**src/rtl/ud_button_pulser.sv**
```systemverilog
// Two bouncing pushbuttons in, one-cycle incr/decr pulses out (mutually exclusive).
// Optional hold-to-repeat pulses are built only when AUTO_REPEAT_EN is defined.
module ud_button_pulser #(
    parameter int SYNC_STAGES     = 2,
    parameter int DEBOUNCE_CYCLES = 16,
    parameter int REPEAT_DELAY    = 64,
    parameter int REPEAT_RATE     = 16
) (
    input  logic clk,
    input  logic clr_n,
    input  logic btn_up,
    input  logic btn_dn,
    output logic incr,
    output logic decr
);
    localparam int              DB_W    = $clog2(DEBOUNCE_CYCLES + 1);
    localparam logic [DB_W-1:0] DB_LAST = DB_W'(DEBOUNCE_CYCLES - 1);

    typedef enum logic [1:0] {IDLE, HOLD_UP, HOLD_DN, LOCKOUT} state_t;

    // Per-button vectors: index 0 is the up button, index 1 the down button.
    logic [1:0]                  btn_raw;
    logic [1:0][SYNC_STAGES-1:0] sync_q, sync_d;
    logic [1:0][DB_W-1:0]        db_cnt_q, db_cnt_d;
    logic [1:0]                  db_lvl_q, db_lvl_d;
    state_t                      state_q, state_d;
    logic                        incr_q, incr_d;
    logic                        decr_q, decr_d;
    logic                        u, d;
    logic                        rpt_fire;

    assign btn_raw = {btn_dn, btn_up};
    assign u       = db_lvl_q[0];
    assign d       = db_lvl_q[1];

    // NOTE: every *_d gets a default before any branch, so no path leaves it unassigned (no latch).
    always_comb begin
        for (int b = 0; b < 2; b++) begin
            sync_d[b]   = {sync_q[b][SYNC_STAGES-2:0], btn_raw[b]};
            db_lvl_d[b] = db_lvl_q[b];
            db_cnt_d[b] = '0;
            if (sync_q[b][SYNC_STAGES-1] != db_lvl_q[b]) begin
                if (db_cnt_q[b] == DB_LAST) begin
                    db_lvl_d[b] = ~db_lvl_q[b];
                end else begin
                    db_cnt_d[b] = db_cnt_q[b] + DB_W'(1);
                end
            end
        end
    end

`ifdef AUTO_REPEAT_EN
    localparam int               RPT_MAX    = (REPEAT_DELAY > REPEAT_RATE) ? REPEAT_DELAY : REPEAT_RATE;
    localparam int               RPT_W      = $clog2(RPT_MAX + 1);
    localparam logic [RPT_W-1:0] DELAY_LAST = RPT_W'(REPEAT_DELAY - 1);
    localparam logic [RPT_W-1:0] RATE_LAST  = RPT_W'(REPEAT_RATE - 1);

    logic [RPT_W-1:0] rpt_cnt_q, rpt_cnt_d;
    logic             rpt_rate_q, rpt_rate_d;

    // Counts from the last pulse; the first gap is REPEAT_DELAY, later gaps REPEAT_RATE.
    always_comb begin
        rpt_cnt_d  = '0;
        rpt_rate_d = 1'b0;
        rpt_fire   = 1'b0;
        if ((state_q == HOLD_UP && u && !d) || (state_q == HOLD_DN && d && !u)) begin
            rpt_rate_d = rpt_rate_q;
            if (rpt_cnt_q == (rpt_rate_q ? RATE_LAST : DELAY_LAST)) begin
                rpt_fire   = 1'b1;
                rpt_rate_d = 1'b1;
            end else begin
                rpt_cnt_d = rpt_cnt_q + RPT_W'(1);
            end
        end
    end

    always_ff @(posedge clk or negedge clr_n) begin
        if (!clr_n) begin
            rpt_cnt_q  <= '0;
            rpt_rate_q <= 1'b0;
        end else begin
            rpt_cnt_q  <= rpt_cnt_d;
            rpt_rate_q <= rpt_rate_d;
        end
    end
`else
    assign rpt_fire = 1'b0;
`endif

    always_comb begin
        state_d = state_q;
        incr_d  = 1'b0;
        decr_d  = 1'b0;
        case (state_q)
            IDLE: begin
                if (u && d) begin
                    state_d = LOCKOUT;
                end else if (u) begin
                    state_d = HOLD_UP;
                    incr_d  = 1'b1;
                end else if (d) begin
                    state_d = HOLD_DN;
                    decr_d  = 1'b1;
                end
            end
            HOLD_UP: begin
                if (!u)     state_d = IDLE;
                else if (d) state_d = LOCKOUT;
                else        incr_d  = rpt_fire;
            end
            HOLD_DN: begin
                if (!d)     state_d = IDLE;
                else if (u) state_d = LOCKOUT;
                else        decr_d  = rpt_fire;
            end
            LOCKOUT: begin
                if (!u && !d) state_d = IDLE;
            end
            default: state_d = IDLE;
        endcase
    end

    // NOTE: every flop here, synchroniser included, is cleared by the async reset so a
    // mid-hold reset aborts immediately and a still-held button re-debounces from scratch.
    always_ff @(posedge clk or negedge clr_n) begin
        if (!clr_n) begin
            sync_q   <= '0;
            db_cnt_q <= '0;
            db_lvl_q <= '0;
            state_q  <= IDLE;
            incr_q   <= 1'b0;
            decr_q   <= 1'b0;
        end else begin
            // NOTE: non-blocking updates so all flops sample the same pre-edge values.
            sync_q   <= sync_d;
            db_cnt_q <= db_cnt_d;
            db_lvl_q <= db_lvl_d;
            state_q  <= state_d;
            incr_q   <= incr_d;
            decr_q   <= decr_d;
        end
    end

    assign incr = incr_q;
    assign decr = decr_q;

endmodule

```
**config.mk**
```make
export PLATFORM = sky130hd
export DESIGN_NAME = ud_button_pulser
export DESIGN_NICKNAME = d
export VERILOG_FILES = /design/src/rtl/ud_button_pulser.sv
export SDC_FILE = /design/constraint.sdc
export NUM_CORES = 1
export LEC_CHECK = 0
export CAP_MARGIN = 20
export CORE_MARGIN = 4
export CORE_UTILIZATION = 57
export CTS_BUF_LIST = sky130_fd_sc_hd__clkbuf_4 sky130_fd_sc_hd__clkbuf_8
export DETAILED_ROUTE_END_ITERATION = 8
export HOLD_SLACK_MARGIN = 0.02
export PLACE_DENSITY = 0.78
export SETUP_SLACK_MARGIN = 0.4
export SKIP_CTS_REPAIR_TIMING = 1
export SYNTH_ARGS = -nofsm -noshare
export SYNTH_HDL_FRONTEND = slang
export SYNTH_SLANG_ARGS = --single-unit
```
**constraint.sdc**
```tcl
create_clock -name clk -period 1.4 [get_ports clk]
set_input_delay 0.28 -clock clk [delete_from_list [all_inputs] [get_ports clk]]
set_output_delay 0.28 -clock clk [all_outputs]
set_load 0.02 [all_outputs]
```
==> results of run 1 <==
power by group:
group	switching [mW]	total [mW]	internal [mW]
combinational	0.0343	0.0705	0.0362
clock	0.172	0.330	0.158
sequential	0.0209	0.618	0.597
total	0.227	1.02	0.792
cell families (layout without fill, tap and decap cells):
group / count (synthesis) / count (layout) / share of synthesized area
muxes: 2 / 2 / 0.0297
buffers and inverters: 2 / 16 / 0.00992
and+or+nand+nor: 22 / 22 / 0.152
AOI/OAI and AO/OA: 6 / 6 / 0.0446
DFF: 20 / 20 / 0.661
xor gates and xnor gates: 6 / 6 / 0.0694
adders and majority gates: 2 / 2 / 0.0331
placed cells by master (no fill, tap or decap), types with 2 or more instances in the layout:
master,count
nor4b_1,2
nor2_2,2
clkbuf_4,3
nand2b_1,2
and2_1,2
nor2_1,7
xor2_1,5
mux2_4,2
nand3_2,2
dfrtp_1,19
inv_1,2
buf_4,5
clkdlybuf4s50_1,3
a21oi_1,4
routing by layer:
| layer | share of wire | GRT usage | vias to the layer above |
|---|---|---|---|
| li1 | - | - | 230 |
| met1 | 0.47 | 0.159 | 228 |
| met2 | 0.45 | 0.209 | 10 |
| met3 | 0.038 | 0.0366 | 6 |
| met4 | 0.041 | 0.0843 | 0 |
| met5 | 0 | 0 | - |
worst paths after layout:
kind | start | endpoint | slack, ns | cells after the start
max | db_cnt_q[0] | db_lvl_q[0] | 0.14 | 4
min | clr_n | incr | 0.31 | 2
max reg2reg | db_cnt_q[0] | db_lvl_q[0] | 0.14 | 4
min reg2reg | sync_d[3] | sync_q[3] | 0.36 | 0
max in group asynchronous | clr_n | db_lvl_q[1] | 0.87 | 2
min in group clk | sync_d[3] | sync_q[3] | 0.36 | 0
cell type report:
cell class	instances	area [µm²]	area share
Sequential cell	20	502	0.507
Multi-Input combinational cell	38	335	0.339
Timing Repair Buffer	10	91.3	0.0923
Clock buffer	4	36.3	0.0367
Tap cell	14	17.5	0.0177
Inverter	2	7.51	0.00759
sequential cells by signal, summed over array words and instances, names as in the netlist:
signal	cells
sync_q	2
db_cnt_q	10
decr	1
sync_d	2
incr	1
db_lvl_q	2
state_q	2
metrics by stage:
stage,utilization,area [µm²]
after detailed placement,0.723,847
after global placement,0.723,847
after global routing,0.845,990
after floorplan,-,772
final,0.845,990
after CTS,0.754,883
==> out/results.ini, run 1 <==
[global_routing]
grt_max_degree = 21
antenna_found_initial = 0
grt_overflow = 0
grt_pass1_vias = 467
grt_pass1_wl_um = 1880
track_usage = 0.133

[final_layout]
drive_above_1_share = 0.324
fin_cells = 88
nFillCells = 61
diodes = 0
nets = 81
area_growth_pct = 30.7

[sta]
grt_setup_unrepaired = true
final_period_minus_worst_setup_slack_ns = 1.26
max_freq_mhz = 792
finalWorstSetupSlack_ns = 0.137
hold_viol_final = 0
setup_viol = 0
max_slew.worst_pin.slew_ns = 0.302
whs_ns = 0.314
drv_slew = 0
finalCritPeriodShare = 0.902
setup_tns_ns = 0
skew_ns = 0.00286
max_slew_margin = 0.796

[setup_path]
critPathArrivalTime_ns = 1.45
cp_slowest_cell = dfrtp_1
worstPathRequired_ns = 1.58
cp_top_family = flip-flops
cp.buffers_inverters = 0
critPathMaxStageDelay_ns = 0.39
start_kind = register
critPathKind = reg -> reg
crit_fanout = 3
worstPathCellList = ha_2 > nand3_2 > nor2_2 > mux2_4
crit_path_end_kind = register

[flow_run]
cap_violations = 0

[clock_tree]
cts-root-buf = clkbuf_4
path_clk_slew_ns = 0.11
cts_num_sinks = 20
ctsHtreeMaxLevel = 1
clock_latency_ns = 0.29
ctsLongestPathBuffers = 2
cts_buffers = 3
cts_tree = built

[synthesis]
ys_types = 15
synth_seq_cells = 20
yosysSeqAreaShare = 0.661
yosys-top-cells-count = dfrtp_1 (20), nor2_1 (9), xor2_1 (6)
synth_area_leaders = dfrtp_1 (66%), xor2_1 (6.9%), nor2_1 (4.5%)
ys.flop_type = dfrtp_1
synth.most_common_cell = dfrtp_1
yosysTopAreaCell = dfrtp_1
netlist.area_leader.share = 0.661
synth_cells = 60
syn-mean-instance-area_um2 = 12.6
synth_edf_count = 0
syn-num-nets = 66
ys_warn_count = 0
synth-async-reset-ratio = 1.00
netlist_area_um2 = 757

[placed_design]
post-place-ws_ns = 0.169
port_buffers = 5
dp_cells = 80
dp_hpwl_um = 719
place_congestion = 0.716

[detailed_routing]
drt-total-wl_um = 1400
drt-vias-per-instance = 5.39
first_pass_iters = 4
drc = 0
vias = 474
drtIter0Drc = 8
final_antenna_net_count = 0
routedWlPerCell_um = 16.0

[power_and_ir_drop]
powerDensity_nw_per_um2 = 1030
vdd_drop_max_mv = 1.02
finalPower_mw = 1.02
p_leak_nw = 0.472

[floorplan]
ios = 6
die-width_um = 44.4
die_area_um2 = 1970
rows = 12
start_util = 0.646
coreArea_um2 = 1170
die_h_um = 44.4

[outcome]
status = finished clean

[worst_hold_path]
hold_path_class = in -> async

No activity file was read; power rests on OpenSTA's default activity.
==> run 2, diff against run 1 <==
SETUP_SLACK_MARGIN = 0.3   (was 0.4)
SLEW_MARGIN = 10   (was default)
==> run 2 against run 1 <==
Register-to-register slack hardly changed. Routed wire length fell by 1.3%. Via count decreased by 1.3%. Non-clock buffer count did not move. Maximum frequency shrank 0.43%. Critical path type unchanged. Hold slack worse by 0.0042 ns. Sequential share of layout area rose by 0.85 points. Cell count is the same. Utilization decreased by 1.4 points. Clock power about the same. Die area unchanged. Sequential power barely moved.
==> out/results.ini, run 2 (synthesis gave the netlist of run 1 again) <==
[outcome]
status = finished clean  ; unchanged

[final_layout]
largest_reg_flops = 10  ; unchanged
layout_common_cells = dfrtp_1 (19), nor2_1 (7), xor2_1 (5), buf_4 (5), a21oi_1 (4)  ; unchanged
top_register = db_cnt_q  ; unchanged
multiInputGateArea_um2 = 319  ; was 335 µm²
final-seq-area_um2 = 502  ; unchanged
nets = 81  ; unchanged
nFillCells = 68  ; was 61
final_common_cell = dfrtp_1  ; unchanged
diodes = 0  ; unchanged
drive_above_1_share = 0.311  ; was 0.324
area_growth_pct = 28.6  ; was 30.7%
fin_area_um2 = 973  ; was 990 µm²

[placed_design]
dpl-instance-area_um2 = 847  ; unchanged
port_buffers = 5  ; unchanged
place_congestion = 0.716  ; unchanged
dp_hpwl_um = 719  ; unchanged

[setup_path]
cp.buffers_inverters = 0  ; unchanged
r2r_cells = 4  ; unchanged
crit_fanout = 3  ; unchanged
crit_path_end_kind = register  ; unchanged
start_kind = register  ; unchanged
cp_top_family = flip-flops  ; unchanged
critPathArrivalTime_ns = 1.45  ; about the same
cp.depth = 4  ; unchanged
worstPathRequired_ns = 1.58  ; about the same
critPathKind = reg -> reg  ; unchanged
critPathMaxStageDelay_ns = 0.40  ; was 0.39 ns
cp_slowest_cell = dfrtp_1  ; unchanged
worstPathCellList = ha_2 > nand3_2 > nor2_2 > mux2_4  ; unchanged

[power_and_ir_drop]
vdd_drop_max_mv = 0.961  ; was 1.02 mV
powerDensity_nw_per_um2 = 1040  ; was 1030 nW/µm²
finalPower_mw = 1.01  ; was 1.02 mW
p_leak_nw = 0.473  ; was 0.472 nW

[global_routing]
grt_pass1_vias = 467  ; unchanged
track_usage = 0.133  ; unchanged
grt_overflow = 0  ; unchanged
grt_max_degree = 21  ; unchanged
antenna_found_initial = 0  ; unchanged
grt_pass1_wl_um = 1880  ; unchanged

[sta]
max_slew_margin = 0.808  ; was 0.796
grt_setup_unrepaired = true  ; unchanged
finalCritPeriodShare = 0.906  ; was 0.902
final_period_minus_worst_setup_slack_ns = 1.27  ; was 1.26 ns
drv_slew = 0  ; unchanged
skew_ns = 0.00786  ; was 0.00286 ns
hold_viol_final = 0  ; unchanged
setup_viol = 0  ; unchanged
max_slew.worst_pin.slew_ns = 0.284  ; was 0.302 ns
setup_tns_ns = 0  ; unchanged
max_freq_mhz = 788  ; was 792 MHz

[clock_tree]
ctsLongestPathBuffers = 2  ; unchanged
cts_num_sinks = 20  ; unchanged
cts_buffers = 3  ; unchanged
cts-root-buf = clkbuf_4  ; unchanged
cts_tree = built  ; unchanged
ctsHtreeMaxLevel = 1  ; unchanged
path_clk_slew_ns = 0.12  ; was 0.11 ns
clock_latency_ns = 0.29  ; about the same

[detailed_routing]
first_pass_iters = 3  ; was 4
drtIter0Drc = 6  ; was 8
final_antenna_net_count = 0  ; unchanged
routedWlPerCell_um = 15.8  ; was 16.0 µm
drc = 0  ; unchanged
vias = 468  ; was 474
drt-vias-per-instance = 5.32  ; was 5.39
drt-total-wl_um = 1390  ; was 1400 µm

[floorplan]
die_h_um = 44.4  ; unchanged
die_area_um2 = 1970  ; unchanged
rows = 12  ; unchanged
start_util = 0.646  ; unchanged
coreArea_um2 = 1170  ; unchanged
die-width_um = 44.4  ; unchanged
ios = 6  ; unchanged

[flow_run]
cap_violations = 0  ; unchanged

[worst_hold_path]
hold_path_class = in -> async  ; unchanged

## run 2: cell counts in the layout (fill, tap and decap cells not counted)
No cell type changed its count.
## run 2: stage by stage
stage	hold WS [ns]	util	worst slack, ns	instances
detailed placement	0.340	0.723	0.169	80
global route	0.320	0.831	0.0442	88
global placement	0.333	0.723	0.200	80
finish	0.310	0.831	0.132	88
floorplan	-0.0156	-	0.223	60
CTS	0.321	0.754	-0.117	84
## run 2: path summary, 6_finish.rpt
path                                   from     endpoint  slack, ns
worst min-delay path                  clr_n         incr       0.31
worst max register to register  db_cnt_q[0]  db_lvl_q[0]       0.13
max in group asynchronous             clr_n  db_lvl_q[1]       0.88
worst min register to register    sync_d[3]    sync_q[3]       0.36
min in group clk                  sync_d[3]    sync_q[3]       0.36
worst max-delay path            db_cnt_q[0]  db_lvl_q[0]       0.13
## run 2: layout make-up
class / instances / area share
multi-input combinational: 38 / 0.328
timing repair buffer: 10 / 0.0938
tap: 14 / 0.0180
sequential: 20 / 0.515
inverter: 2 / 0.00771
clock buffer: 4 / 0.0373
## run 2: layer usage
layer | wire [µm] | GRT usage
met1 | 551 | 0.159
met5 | 0 | 0
met3 | 57 | 0.0366
met2 | 726 | 0.209
met4 | 51 | 0.0843
## run 2: where the power goes
| part | leakage [nW] | total [mW] | switching, mW | internal (mW) |
|---|---|---|---|---|
| sequential | 0.263 | 0.617 | 0.0197 | 0.597 |
| clock | 0.0210 | 0.329 | 0.170 | 0.158 |
| combinational | 0.188 | 0.0677 | 0.0327 | 0.0350 |
## run 2: worst reg2reg max path, delay by kind of cell (launching register included)
family	cells	cell delay (ns)
DFF	1	0.40
muxes	1	0.32
and+or+nand+nor	2	0.23
adders and majority gates	1	0.21
